[config.mk]
export PLATFORM = sky130hd
export DESIGN_NAME = alu_result_buffer_flat
export DESIGN_NICKNAME = d
export VERILOG_FILES = /design/src/rtl/alu_result_buffer_if.sv /design/src/rtl/alu_result_buffer.sv /design/src/flat_wrapper.sv
export SDC_FILE = /design/constraint.sdc
export NUM_CORES = 1
export LEC_CHECK = 0
export CAP_MARGIN = 0
export CORE_UTILIZATION = 30
export DETAILED_ROUTE_END_ITERATION = 10
export GPL_ROUTABILITY_DRIVEN = 0
export GPL_TIMING_DRIVEN = 0
export SLEW_MARGIN = 20
export SYNTH_ARGS = -nofsm -noshare
export SYNTH_HDL_FRONTEND = slang
export SYNTH_SLANG_ARGS = --single-unit
[constraint.sdc]
create_clock -name clk -period 3 [get_ports clk]
set_clock_uncertainty 0.1 [all_clocks]
set_input_delay 0.6 -clock clk [delete_from_list [all_inputs] [get_ports clk]]
set_output_delay 0.6 -clock clk [all_outputs]
set_load 0.01 [all_outputs]
[src/rtl/alu_result_buffer_if.sv]
// Handshake bundle between an ALU result producer, the result buffer and its consumer.
// The slave modport is the buffer's view; master is the producer/consumer view.
interface alu_result_buffer_if #(
    parameter int DATA_W = 8,
    parameter int DEPTH  = 4
);
    logic                     in_valid;
    logic                     in_ready;
    logic [3:0]               ALU_Sel;
    logic [DATA_W-1:0]        ALU_Out;
    logic                     CarryOut;
    logic                     out_valid;
    logic                     out_ready;
    logic [3:0]               out_sel;
    logic [DATA_W-1:0]        out_result;
    logic                     out_carry;
    logic                     out_zero;
    logic [$clog2(DEPTH):0]   count;
    logic [7:0]               carry_cnt;

    modport slave (
        input  in_valid, ALU_Sel, ALU_Out, CarryOut, out_ready,
        output in_ready, out_valid, out_sel, out_result, out_carry, out_zero,
               count, carry_cnt
    );

    modport master (
        output in_valid, ALU_Sel, ALU_Out, CarryOut, out_ready,
        input  in_ready, out_valid, out_sel, out_result, out_carry, out_zero,
               count, carry_cnt
    );
endinterface

[src/rtl/alu_result_buffer.sv]
// FIFO of ALU results {opcode tag, result, carry} with a saturating count of carry-set pushes.
// Head fields come straight from storage and are forced to zero whenever the buffer is empty.
module alu_result_buffer #(
    parameter int DATA_W = 8,
    parameter int DEPTH  = 4
) (
    input  logic                clk,
    input  logic                reset,
    alu_result_buffer_if.slave  bus
);
    localparam int PTR_W = $clog2(DEPTH);
    localparam int CNT_W = PTR_W + 1;

    logic [3:0]        r_mem_sel   [DEPTH];
    logic [DATA_W-1:0] r_mem_data  [DEPTH];
    logic              r_mem_carry [DEPTH];

    logic [PTR_W-1:0]  r_wr_ptr;
    logic [PTR_W-1:0]  r_rd_ptr;
    logic [CNT_W-1:0]  r_count;
    logic [7:0]        r_carry_cnt;

    logic              w_in_ready;
    logic              w_out_valid;
    logic              w_push;
    logic              w_pop;

    assign w_in_ready  = (r_count != CNT_W'(DEPTH));
    assign w_out_valid = (r_count != '0);
    assign w_push      = bus.in_valid && w_in_ready;
    assign w_pop       = w_out_valid && bus.out_ready;

    // Storage is left uncleared by reset; the empty-buffer masking below hides stale entries.
    generate
        for (genvar gi = 0; gi < DEPTH; gi++) begin : g_entry
            always_ff @(posedge clk) begin
                if (w_push && (r_wr_ptr == PTR_W'(gi))) begin
                    r_mem_sel[gi]   <= bus.ALU_Sel;
                    r_mem_data[gi]  <= bus.ALU_Out;
                    r_mem_carry[gi] <= bus.CarryOut;
                end
            end
        end
    endgenerate

    always_ff @(posedge clk or posedge reset) begin
        if (reset) begin
            r_wr_ptr <= '0;
            r_rd_ptr <= '0;
            r_count  <= '0;
        end else begin
            if (w_push) begin
                r_wr_ptr <= r_wr_ptr + PTR_W'(1);
            end
            if (w_pop) begin
                r_rd_ptr <= r_rd_ptr + PTR_W'(1);
            end
            if (w_push && !w_pop) begin
                r_count <= r_count + CNT_W'(1);
            end else if (!w_push && w_pop) begin
                r_count <= r_count - CNT_W'(1);
            end
        end
    end

    always_ff @(posedge clk or posedge reset) begin
        if (reset) begin
            r_carry_cnt <= '0;
        end else if (w_push && bus.CarryOut && (r_carry_cnt != 8'hFF)) begin
            r_carry_cnt <= r_carry_cnt + 8'd1;
        end
    end

    assign bus.in_ready   = w_in_ready;
    assign bus.out_valid  = w_out_valid;
    assign bus.out_sel    = w_out_valid ? r_mem_sel[r_rd_ptr]   : 4'h0;
    assign bus.out_result = w_out_valid ? r_mem_data[r_rd_ptr]  : '0;
    assign bus.out_carry  = w_out_valid ? r_mem_carry[r_rd_ptr] : 1'b0;
    assign bus.out_zero   = w_out_valid && (r_mem_data[r_rd_ptr] == '0);
    assign bus.count      = r_count;
    assign bus.carry_cnt  = r_carry_cnt;
endmodule

[src/flat_wrapper.sv]
// flat-port wrapper written by rule: the top's interface ports become plain ports
module alu_result_buffer_flat 
#(
    parameter int DATA_W = 8,
    parameter int DEPTH  = 4
)
  (clk, reset, bus_in_valid, bus_ALU_Sel, bus_ALU_Out, bus_CarryOut, bus_out_ready, bus_in_ready, bus_out_valid, bus_out_sel, bus_out_result, bus_out_carry, bus_out_zero, bus_count, bus_carry_cnt);
  alu_result_buffer_if #(.DATA_W(DATA_W), .DEPTH(DEPTH)) bus_i ();
  input  logic clk;
  input  logic reset;
  input wire logic [$bits(bus_i.in_valid)-1:0] bus_in_valid;
  input wire logic [$bits(bus_i.ALU_Sel)-1:0] bus_ALU_Sel;
  input wire logic [$bits(bus_i.ALU_Out)-1:0] bus_ALU_Out;
  input wire logic [$bits(bus_i.CarryOut)-1:0] bus_CarryOut;
  input wire logic [$bits(bus_i.out_ready)-1:0] bus_out_ready;
  output wire logic [$bits(bus_i.in_ready)-1:0] bus_in_ready;
  output wire logic [$bits(bus_i.out_valid)-1:0] bus_out_valid;
  output wire logic [$bits(bus_i.out_sel)-1:0] bus_out_sel;
  output wire logic [$bits(bus_i.out_result)-1:0] bus_out_result;
  output wire logic [$bits(bus_i.out_carry)-1:0] bus_out_carry;
  output wire logic [$bits(bus_i.out_zero)-1:0] bus_out_zero;
  output wire logic [$bits(bus_i.count)-1:0] bus_count;
  output wire logic [$bits(bus_i.carry_cnt)-1:0] bus_carry_cnt;
  assign bus_i.in_valid = bus_in_valid;
  assign bus_i.ALU_Sel = bus_ALU_Sel;
  assign bus_i.ALU_Out = bus_ALU_Out;
  assign bus_i.CarryOut = bus_CarryOut;
  assign bus_i.out_ready = bus_out_ready;
  assign bus_in_ready = bus_i.in_ready;
  assign bus_out_valid = bus_i.out_valid;
  assign bus_out_sel = bus_i.out_sel;
  assign bus_out_result = bus_i.out_result;
  assign bus_out_carry = bus_i.out_carry;
  assign bus_out_zero = bus_i.out_zero;
  assign bus_count = bus_i.count;
  assign bus_carry_cnt = bus_i.carry_cnt;
  alu_result_buffer #(.DATA_W(DATA_W), .DEPTH(DEPTH)) u_core (.clk(clk), .reset(reset), .bus(bus_i));
endmodule
Yosys cells after proc, flatten, opt, wreduce, memory -nomap -nowiden
Memory sizes are Yosys's and may differ from the RTL's.
Cells that the tools add are included.

cells by class
  add/subtract/negate cells = 5
  equal/unequal tests = 5
  multiplexer cells = 40
  reductions and logical operators = 26

operators by type and width
  operator             count
  $mux 8               4
  $reduce_or 8->1      3
  $mux 1               21
  $mux 2               9
  $mux 4               4
  $reduce_or 4->1      3
  $logic_and 1x1->1    11
  $add 8x1->8 const B  1
  $logic_not 8->1      1
  $ne 8x8->1 const B   1
  $mux 3               2
  $add 2x1->2 const B  2
  $eq 2x2->1 const B   2
  $add 3x1->3 const B  1
  $ne 3x3->1 const B   1
  $reduce_bool 3->1    1
  $reduce_or 1->1      3
  $sub 3x1->3 const B  1
  $eq 2x1->1 const B   1
  $logic_not 1->1      2
  $logic_not 2->1      1
  $reduce_bool 2->1    1

storage, ports and cells
  flip-flop bits (word level) = 15
  RAM bits = 52
  output and inout port bits = 27
  memories = 3

memories
  memory              depth  bits a word  read ports  clocked after Yosys merged registers in  write ports  RTL line                 source
  u_core.r_mem_data   4      8            1           0                                        1            alu_result_buffer.sv:15  logic [DATA_W-1:0] r_mem_data [DEPTH];
  u_core.r_mem_sel    4      4            1           0                                        1            alu_result_buffer.sv:14  logic [3:0] r_mem_sel [DEPTH];
  u_core.r_mem_carry  4      1            1           0                                        1            alu_result_buffer.sv:16  logic r_mem_carry [DEPTH];

Longest topological paths before layout
Gate-level depths: netlist of run 1.

  depth after elaboration = 9
  mapped depth = 9

Least setup slack after synthesis of run 1
OpenSTA, ideal clock, no wires.

  path kind = register to register
  from = reg u_core.r_count[0] (netlist: u_core.bus.count[0])
  to = reg u_core.r_count[1] (netlist: u_core.bus.count[1])
  library setup time = 125 ps
  data arrival time = 2210 ps
  data required time = 2775 ps
  path slack = 565 ps
  stages on the path, launching flop included = 8
  clock period less this slack = 2435 ps
  cell sequence = dfrtp_1 > or3b_2 > buf_2 > and2_0 > ha_1 > inv_1 > fa_1 > mux2_2

between the ends
  cells in the longest elaborated chain, start to end = 5
  elaborated cells on any way between the ends = 13
  classes of those cells = 2 x add/sub; 1 x eq/ne; 2 x mux; 8 x reduce/logical

RTL lines
  item                         RTL line                 source
  start: declaration           alu_result_buffer.sv:20  logic [CNT_W-1:0] r_count;
  start signal: assignment     alu_result_buffer.sv:59  r_count <= r_count + CNT_W'(1);
  start signal: assignment     alu_result_buffer.sv:61  r_count <= r_count - CNT_W'(1);
  $ne 3x3->1 *                 alu_result_buffer.sv:28  assign w_in_ready = (r_count != CNT_W'(DEPTH));
  net bus_in_ready             flat_wrapper.sv:16       output wire logic [$bits(bus_i.in_ready)-1:0] bus_in_ready;
  $logic_and 1x1->1 *          alu_result_buffer.sv:30  assign w_push = bus.in_valid && w_in_ready;
  net u_core.w_push            alu_result_buffer.sv:25  logic w_push;
  $logic_not 1->1              alu_result_buffer.sv:60  end else if (!w_push && w_pop) begin
  $logic_and 1x1->1            alu_result_buffer.sv:60
  $reduce_bool 2->1 (no line)  -

Mark *: on every way through the listed nets, which the timed path passes. The rest lies on a longest branch. The select of a mux whose other input is x is not followed.
A chain may end at the register's enable or synchronous reset.

Worst setup path in the final report of run 1
  from = reg u_core.r_rd_ptr[0]
  to = out bus_out_zero

between the ends
  cells in the longest elaborated chain, start to end = 3

RTL lines
  item                      RTL line                 source
  start: declaration        alu_result_buffer.sv:19  logic [PTR_W-1:0] r_rd_ptr;
  start signal: assignment  alu_result_buffer.sv:56  r_rd_ptr <= r_rd_ptr + PTR_W'(1);
  $mem_v2 4x8               -
  $logic_not 8->1           alu_result_buffer.sv:79  assign bus.out_zero = w_out_valid && (r_mem_data[r_rd_ptr] == '0);
  $logic_and 1x1->1         alu_result_buffer.sv:79
  end: declaration          flat_wrapper.sv:21       output wire logic [$bits(bus_i.out_zero)-1:0] bus_out_zero;

No other way between the ends.

==> results.yml, run 1 <==
cells_and_area:
  drive_gt1_share_pct: 17.29
  antenna_cells: 0
  final_cells: 322
  nets: 233
  syn_to_final_growth_pct: 27.55
  finish.instance_area_um2: 3551
  utilization_pct: 40.13
sta:
  tightest_slew_ps: 757.9
  setup_viol_count_final: 0
  slew_headroom_pct: 49.48
  finalHoldViolCount: 0
  fmax_mhz: 339.8
  rsz0062_at_grt: "yes"
  period_needed_ps: 2943
  fin_crit_sh_pct: 98.09
  finalMaxSlewViolations: 0
  hold_ws_ps: 390.4
drt:
  drt_pass1_iterations: 7
  first_iter_violations: 64
  via_count: 1484
  wl_mm: 5.044
  viasPerCell: 4.609
  antenna_left: 0
  wire_per_inst_um: 15.66
  drc: 4
placed_design:
  placed_cell_area_um2: 3349
  io_buffers: 43
  post-place-cells: 307
  dp_hpwl_mm: 3.384
floorplan:
  row_count: 34
  die_area_um2: 9669
  die_y_um: 98.33
  dieWidth_um: 98.33
  start_util_pct: 31.46
  coreArea_um2: 8848
  num_io_pins: 44
logic_synthesis:
  syn_nets: 180
  synth_area_leaders: "edfxtp_1 (56%), dfrtp_1 (13%), mux4_2 (8.1%)"
  syn_inst: 156
  synth_area_um2: 2784
  yosysTopAreaCellShare_pct: 56.09
  yosysSeqAreaShare_pct: 69.57
  synth_top_area_cell: "edfxtp_1"
  avgSynthCellArea_um2: 17.85
  ys_warn_count: 0
  synth-seq-cells: 67
  synth.distinct_cells: 29
worst_setup_path:
  startpoint_type: "register"
  r2r-start: "u_core.bus.count[0]"
  criticalPathCategory: "register to primary output"
  r2r_slack_ps: 500
  critical_path_arrival_ps: 2240
  reg2reg_depth: 7
  crit_required_ps: 2300
  endpoint_kind: "primary output"
  r2r_end: "u_core.bus.count[1]"
  worst-path-max-fanout: 6
pwr:
  intPower_mw: 2.423
  p_leak_nw: 1.298
  pwr-share-clk_pct: 19.9
  p_comb_share_pct: 40.6
  p_per_area_nw_per_um2: 981.2
  p_switching_mw: 1.061
  ir_drop_mv: 0.3900
  seq_power_share_pct: 39.5
  swShare_pct: 30.46
cts:
  h-tree-depth: 3
  clock_path_buffers: 2
  ctsRootBufferMaster: "clkbuf_8"
  cts_tree: "done"
  path_clk_slew_ps: 70
  cts_inserted_buffers: 9
  clk_latency_ps: 320
  cts_sinks: 67
  post_cts_buffers: 0
worst_hold_path:
  hp-start: "u_core.bus.carry_cnt[5]"
  hold_class: "register to register"
  min_to: "u_core.bus.carry_cnt[5]"
  holdPathStages: 1
grt:
  overflow: 0
  grt_pass1_wl_mm: 7.983
  grtUsageTotal_pct: 11.22
  first_global_vias: 1570
  antenna_found_initial: 0
  grt_max_degree: 16
run_status:
  status: "complete, but fails checks"
  violations: "DRC"
flow_run:
  maxCapViolCount: 0
## how the worst max path moves through the flow
stage | from | cells past startpoint | endpoint | slack [ps]
after floorplan | u_core.bus.count[0] | 7 | u_core.bus.count[1] | 570
after global placement | u_core.r_rd_ptr[1] | 5 | bus_out_zero | -120
after detailed placement | u_core.r_rd_ptr[1] | 5 | bus_out_zero | -150
after CTS | u_core.bus.count[0] | 4 | bus_out_result[6] | 20
after global routing | u_core.r_rd_ptr[0] | 6 | bus_out_zero | -50
final | u_core.r_rd_ptr[0] | 5 | bus_out_zero | 60
## registers in the layout, summed over array words and instances (netlist names)
name and count:
u_core.bus.carry_cnt 8, u_core.r_mem_data 32, u_core.r_rd_ptr 2, u_core.r_wr_ptr 2
u_core.r_mem_carry 4, u_core.bus.count 3, u_core.r_mem_sel 16
## cells in the mapped netlist, drive strengths merged
| library cell | instances |
|---|---|
| ha | 6 |
| xor2 | 9 |
| or3b | 1 |
| inv | 4 |
| or3 | 2 |
| dfrtp | 15 |
| mux4 | 13 |
| and4bb | 1 |
| mux2 | 2 |
| clkbuf | 2 |
| xnor2 | 4 |
| nand4 | 2 |
| nand3 | 5 |
| nor2 | 4 |
| nand2 | 4 |
| edfxtp | 52 |
| buf | 4 |
| and2 | 14 |
| and3 | 4 |
| o21ai | 1 |
| nor4 | 3 |
| nor4b | 1 |
| nor3 | 2 |
| fa | 1 |
## logic make-up (layout without fill, tap and decap cells)
| family | count (synthesis) | count (layout) | synth area share, % |
|---|---|---|---|
| DFF | 67 | 67 | 69.57 |
| and+or+nand+nor | 43 | 43 | 9.078 |
| muxes | 15 | 15 | 11.73 |
| xor gates and xnor gates | 13 | 13 | 4.090 |
| buffers and inverters | 10 | 68 | 1.932 |
| adders and majority gates | 7 | 7 | 3.416 |
| AOI/OAI and AO/OA | 1 | 1 | 0.1796 |
## worst max-delay path: stages, from the launching register on
cell and delay, ps:
dfrtp_1 340, buf_6 150, mux4_2 510, or3_1 400, and4bb_1 260, dlygate4sd2_1 260
## layout by cell type, fill, tap and decap left out, drive strengths merged
master,instances
or3b,1
clkdlybuf4s50,42
mux4,13
dfrtp,15
and3,4
xnor2,4
xor2,9
nor3,2
nor4,3
bufinv,1
nor2,4
clkinv,6
ha,6
edfxtp,52
clkbuf,11
dlygate4sd2,1
nand4,2
o21ai,1
buf,3
and4bb,1
mux2,2
and2,14
fa,1
inv,4
nor4b,1
nand2,4
nand3,5
or3,2
## layer usage
metal / global-route usage, % / up-vias / part of all wire, %
li1: - / 698 / -
met1: 14.86 / 742 / 46
met2: 17.50 / 42 / 49
met3: 2.720 / 2 / 4.7
met4: 5.166 / 0 / 0.42
met5: 0 / - / 0
## layout make-up
cell class / count / area [um2]
fill: 842 / 5298
sequential: 67 / 1937
multi-input combinational: 79 / 800.8
timing repair buffer: 43 / 429.2
tap: 108 / 135.1
clock buffer: 9 / 123.9
clock inverter: 7 / 58.81
buffer: 5 / 51.30
inverter: 4 / 15.01
## through the flow
| stage | power (mW) | setup TNS [ps] | setup slack (ps) |
|---|---|---|---|
| finish | 3.484 | 0 | 57.28 |
| CTS | 3.511 | 0 | 21.98 |
| global route | 3.695 | -46.54 | -46.54 |
| floorplan | 2.163 | 0 | 565.4 |
| detailed placement | 2.800 | -147.2 | -147.2 |
| global placement | 2.778 | -115.8 | -115.8 |
## power by group through the flow
| stage | clock network, mW | registers (mW) | logic (mW) |
|---|---|---|---|
| 3_5_place_dp | 0 | 1.40 | 1.40 |
| 2_1_floorplan | 0 | 1.39 | 0.772 |
| 4_1_cts | 0.710 | 1.38 | 1.42 |
| 6_report | 0.692 | 1.38 | 1.42 |
| 3_3_place_gp | 0 | 1.39 | 1.39 |
| 5_1_grt | 0.750 | 1.40 | 1.54 |
## what timing repair did
| action | in CTS | in global routing |
|---|---|---|
| pin swaps | 0 | 0 |
| hold buffers | 0 | 0 |
| gates resized for setup | 6 | 4 |
| setup endpoints to repair | 15 | 10 |
No activity file was read; power rests on OpenSTA's default activity.
==> inputs of run 2 (changes only) <==
- CTS_BUF_LIST: not set -> sky130_fd_sc_hd__clkbuf_2
==> run 2 against run 1 <==
The flow still finishes with violations (DRC). Power fell by 5.2%. Via count grew 2.8%. Critical path depth is the same. Combinational power grew 3%. Register-to-register slack lost 100 ps. Clock-buffer cell count stayed put. Sequential share of layout area up 0.29 points. Wire length increased by 1.1%. Worst setup slack lost 21 ps. Sequential power barely moved. Cell count rose by 2.8%. Cell area shrank 0.46%. Critical path type unchanged. Largest power group unchanged. Highest routed layer unchanged.
==> results.yml, run 2 (synthesis results as in run 1) <==
pwr:
  p_leak_nw: 1.334
  p_per_area_nw_per_um2: 934.7
  ir_drop_mv: 0.3941
cts:
  cts_tree: "done"
  cts_sinks: 67
  clock_path_buffers: 2
  h-tree-depth: 3
  clk_latency_ps: 460
  path_clk_slew_ps: 180
  cts_inserted_buffers: 9
  ctsHoldBuffers: 0
  ctsRootBufferMaster: "clkbuf_2"
drt:
  wl_mm: 5.101
  antenna_left: 0
  drt_pass1_iterations: 7
  drc: 4
  wire_per_inst_um: 15.41
  first_iter_violations: 53
  via_count: 1525
  viasPerCell: 4.607
grt:
  grt_max_degree: 16
  first_global_vias: 1586
  antenna_found_initial: 0
  grt_pass1_wl_mm: 8.045
  overflow: 0
  grtUsageTotal_pct: 11.42
worst_setup_path:
  crit_required_ps: 2300
  worst-path-max-fanout: 6
  criticalPathCategory: "register to primary output"
  endpoint_kind: "primary output"
  startpoint_type: "register"
  critical_path_arrival_ps: 2260
cells_and_area:
  final_cells: 331
  largest_reg_flops: 32
  utilization_pct: 39.95
  drive_gt1_share_pct: 22.42
  regMostFlops: "u_core.r_mem_data"
  syn_to_final_growth_pct: 26.97
  nets: 242
  layout.cells.most_common: "edfxtp_1"
  mostFrequentLayoutCells: "edfxtp_1 (52), clkdlybuf4s50_1 (31), dfrtp_1 (14), mux4_2 (12), and2_1 (12)"
  antenna_cells: 0
  finish.instance_area_um2: 3535
floorplan:
  row_count: 34
  coreArea_um2: 8848
  num_io_pins: 44
  die_area_um2: 9669
  dieWidth_um: 98.33
  start_util_pct: 31.46
  die_y_um: 98.33
flow_run:
  maxCapViolCount: 0
placed_design:
  dp_hpwl_mm: 3.384
  post-place-cells: 307
  placed_cell_area_um2: 3349
  io_buffers: 43
sta:
  rsz0062_at_grt: "yes"
  slew_headroom_pct: 49.67
  finalMaxSlewViolations: 0
  tightest_slew_ps: 754.9
  setup_viol_count_final: 0
  finalHoldViolCount: 0
  finalSetupTns_ps: 0
  fmax_mhz: 337.4
  fin_crit_sh_pct: 98.78
  period_needed_ps: 2964
worst_hold_path:
  hold_class: "primary input to async pin"
run_status:
  status: "complete, but fails checks"
  violations: "DRC"
-- run 2: metrics by stage --
step | setup WS [ps] | hold WS [ps] | power [mW]
final | 36.47 | 377.0 | 3.304
after global placement | -115.8 | 382.5 | 2.778
after floorplan | 565.4 | 401.5 | 2.163
after detailed placement | -147.2 | 384.9 | 2.800
after global routing | -123.6 | 376.6 | 3.525
after CTS | -93.64 | 344.9 | 3.307
-- run 2: report_power, final --
part           leakage [nW]  internal (mW)  switching, mW
logic                 0.601          0.818          0.638
clock network        0.0726          0.183          0.303
registers             0.660           1.24          0.116
total                  1.33           2.25           1.06
-- run 2: layer usage --
| layer | track usage (%) | wire length (um) |
|---|---|---|
| met5 | 0 | 0 |
| met4 | 5.855 | 54 |
| met1 | 14.53 | 2377 |
| met2 | 18.09 | 2438 |
| met3 | 2.935 | 230 |
-- run 2: critical path: stages, from the launching register on --
cell,delay [ps]
dfrtp_1,380
buf_6,140
mux4_2,510
or3_4,390
and4bb_1,250
buf_2,130
-- run 2: worst paths after layout --
| check | from | end | slack (ps) | depth (start not counted) |
|---|---|---|---|---|
| max | u_core.r_rd_ptr[0] | bus_out_zero | 40 | 5 |
| min | reset | u_core.r_wr_ptr[1] | 380 | 2 |
| max reg2reg | u_core.bus.count[0] | u_core.bus.count[1] | 400 | 8 |
| min reg2reg | u_core.bus.carry_cnt[5] | u_core.bus.carry_cnt[5] | 400 | 1 |
| max in group asynchronous | reset | u_core.bus.count[0] | 2010 | 2 |
| min in group clk | u_core.bus.carry_cnt[5] | u_core.bus.carry_cnt[5] | 400 | 1 |
-- run 2: final cells by class --
type                    instances  area (um2)
plain buffers                   5       51.30
fillers                       854        5314
clock buffers                   9       45.04
multi-input cells              79       802.0
clock inverters                 7       58.81
inverters                       4       15.01
well taps                     108       135.1
flip-flops and latches         67        1938
repair buffers                 52       489.2
-- run 2: repair_timing --
action,4_1_cts,5_1_grt
pin swaps,2,4
buffers inserted,5,4
gates resized for setup,22,8
setup endpoints to repair,15,6
==> inputs of run 3 (changes only) <==
- PLACE_DENSITY: not set -> 0.58
==> run 3 against run 2 <==
Via count increased by 0.72%. Non-clock buffer count unchanged. Flip-flop and latch count unchanged. Clock-buffer cell count unchanged. Sequential power about the same. The flow now finishes without violations. Hold slack got worse by 18 ps.
==> results.yml, run 3 (synthesis results as in run 1) <==
cells_and_area:
  utilization_pct: 40.17
  mostFrequentLayoutCells: "edfxtp_1 (52), clkdlybuf4s50_1 (31), dfrtp_1 (13), mux4_2 (12), and2_1 (12)"
  final_cells: 331
  largest_reg_flops: 32
  antenna_cells: 0
  drive_gt1_share_pct: 22.87
  final.fill_count: 850
  register_area_um2: 1939
  regMostFlops: "u_core.r_mem_data"
  layout.cells.most_common: "edfxtp_1"
  multi_input_area_um2: 797.0
  syn_to_final_growth_pct: 27.69
  finish.instance_area_um2: 3555
  nets: 242
pwr:
  total_power_mw: 3.360
  swShare_pct: 32.49
  ir_drop_mv: 0.4435
  p_per_area_nw_per_um2: 945.2
  seq_power_share_pct: 40.7
  p_comb_share_pct: 43.4
  p_switching_mw: 1.091
  pwr-share-clk_pct: 15.9
  p_leak_nw: 1.337
  intPower_mw: 2.268
grt:
  first_global_vias: 1562
  antenna_found_initial: 0
  grtUsageTotal_pct: 11.70
  overflow: 0
  grt_pass1_wl_mm: 8.307
  grt_max_degree: 16
placed_design:
  placed_cell_area_um2: 3349
  post-place-cells: 307
  io_buffers: 43
  dp_hpwl_mm: 3.328
  pre_cts_ws_ps: -113.9
sta:
  finalMaxSlewViolations: 0
  finalHoldViolCount: 0
  setup_viol_count_final: 0
  period_needed_ps: 2966
  tightest_slew_ps: 742.6
  hold_ws_ps: 358.9
  rsz0062_at_grt: "yes"
  finalSetupTns_ps: 0
  fin_crit_sh_pct: 98.87
  worst_slack_ps: 33.76
  fmax_mhz: 337.1
  slew_headroom_pct: 50.49
cts:
  path_clk_slew_ps: 190
  h-tree-depth: 3
  ctsRootBufferMaster: "clkbuf_2"
  clk_latency_ps: 480
  cts_tree: "done"
  clock_path_buffers: 2
  cts_sinks: 67
  cts_inserted_buffers: 9
drt:
  via_count: 1536
  drc: 0
  wl_mm: 5.141
  wire_per_inst_um: 15.53
  first_iter_violations: 85
  drt_pass1_iterations: 6
  antenna_left: 0
  viasPerCell: 4.640
worst_setup_path:
  r2r_slack_ps: 390
  endpoint_kind: "primary output"
  crit_required_ps: 2300
  r2r_end: "u_core.bus.count[1]"
  reg2reg_depth: 8
  critical_path_arrival_ps: 2270
  criticalPathCategory: "register to primary output"
  startpoint_type: "register"
  worst-path-max-fanout: 6
  r2r-start: "u_core.bus.count[0]"
worst_hold_path:
  hold_class: "primary input to async pin"
floorplan:
  start_util_pct: 31.46
  die_area_um2: 9669
  num_io_pins: 44
  die_y_um: 98.33
  dieWidth_um: 98.33
  row_count: 34
  coreArea_um2: 8848
run_status:
  status: "completed"
flow_run:
  maxCapViolCount: 0
run 3: worst max-delay path, stage by stage, from the launching register on:
cell,delay [ps]
dfrtp_1,380
buf_6,140
mux4_1,610
and2_1,190
clkdlybuf4s50_1,470
run 3: worst max path at each step:
stage	startpoint	endpoint	slack, ps
3_3_place_gp	u_core.r_rd_ptr[1]	bus_out_zero	-110
2_1_floorplan	u_core.bus.count[0]	u_core.bus.count[1]	570
6_report	u_core.r_rd_ptr[0]	bus_out_result[3]	30
3_5_place_dp	u_core.r_rd_ptr[1]	bus_out_zero	-110
4_1_cts	u_core.r_rd_ptr[0]	bus_out_zero	-60
5_1_grt	u_core.r_rd_ptr[0]	bus_out_zero	-130
run 3: final cells by class:
cell class                 instances  share of cell area (%)
inverter                           4                  0.4224
timing repair buffer              52                   14.01
multi-input combinational         79                   22.42
clock inverter                     7                   2.077
clock buffer                       9                   1.267
sequential                        67                   54.56
buffer                             5                   1.443
tap                              108                   3.801
run 3: power by group through the flow:
stage / clock (mW) / sequential, mW / combinational [mW]
after floorplan: 0 / 1.39 / 0.772
after global placement: 0 / 1.40 / 1.38
after detailed placement: 0 / 1.40 / 1.39
after CTS: 0.557 / 1.38 / 1.41
after global routing: 0.601 / 1.39 / 1.60
final: 0.534 / 1.37 / 1.46
run 3: metal layers:
metal | global-route usage, % | part of all wire [%]
met2 | 18.74 | 48
met4 | 3.100 | 1.1
met1 | 14.62 | 45
met3 | 4.939 | 5.7
met5 | 0 | 0
run 3: what timing repair did:
item | CTS | global route
buffers inserted | 4 | 5
hold buffers | 0 | 0
setup endpoints to repair | 15 | 5
gates resized for setup | 23 | 11
pin swaps | 2 | 2
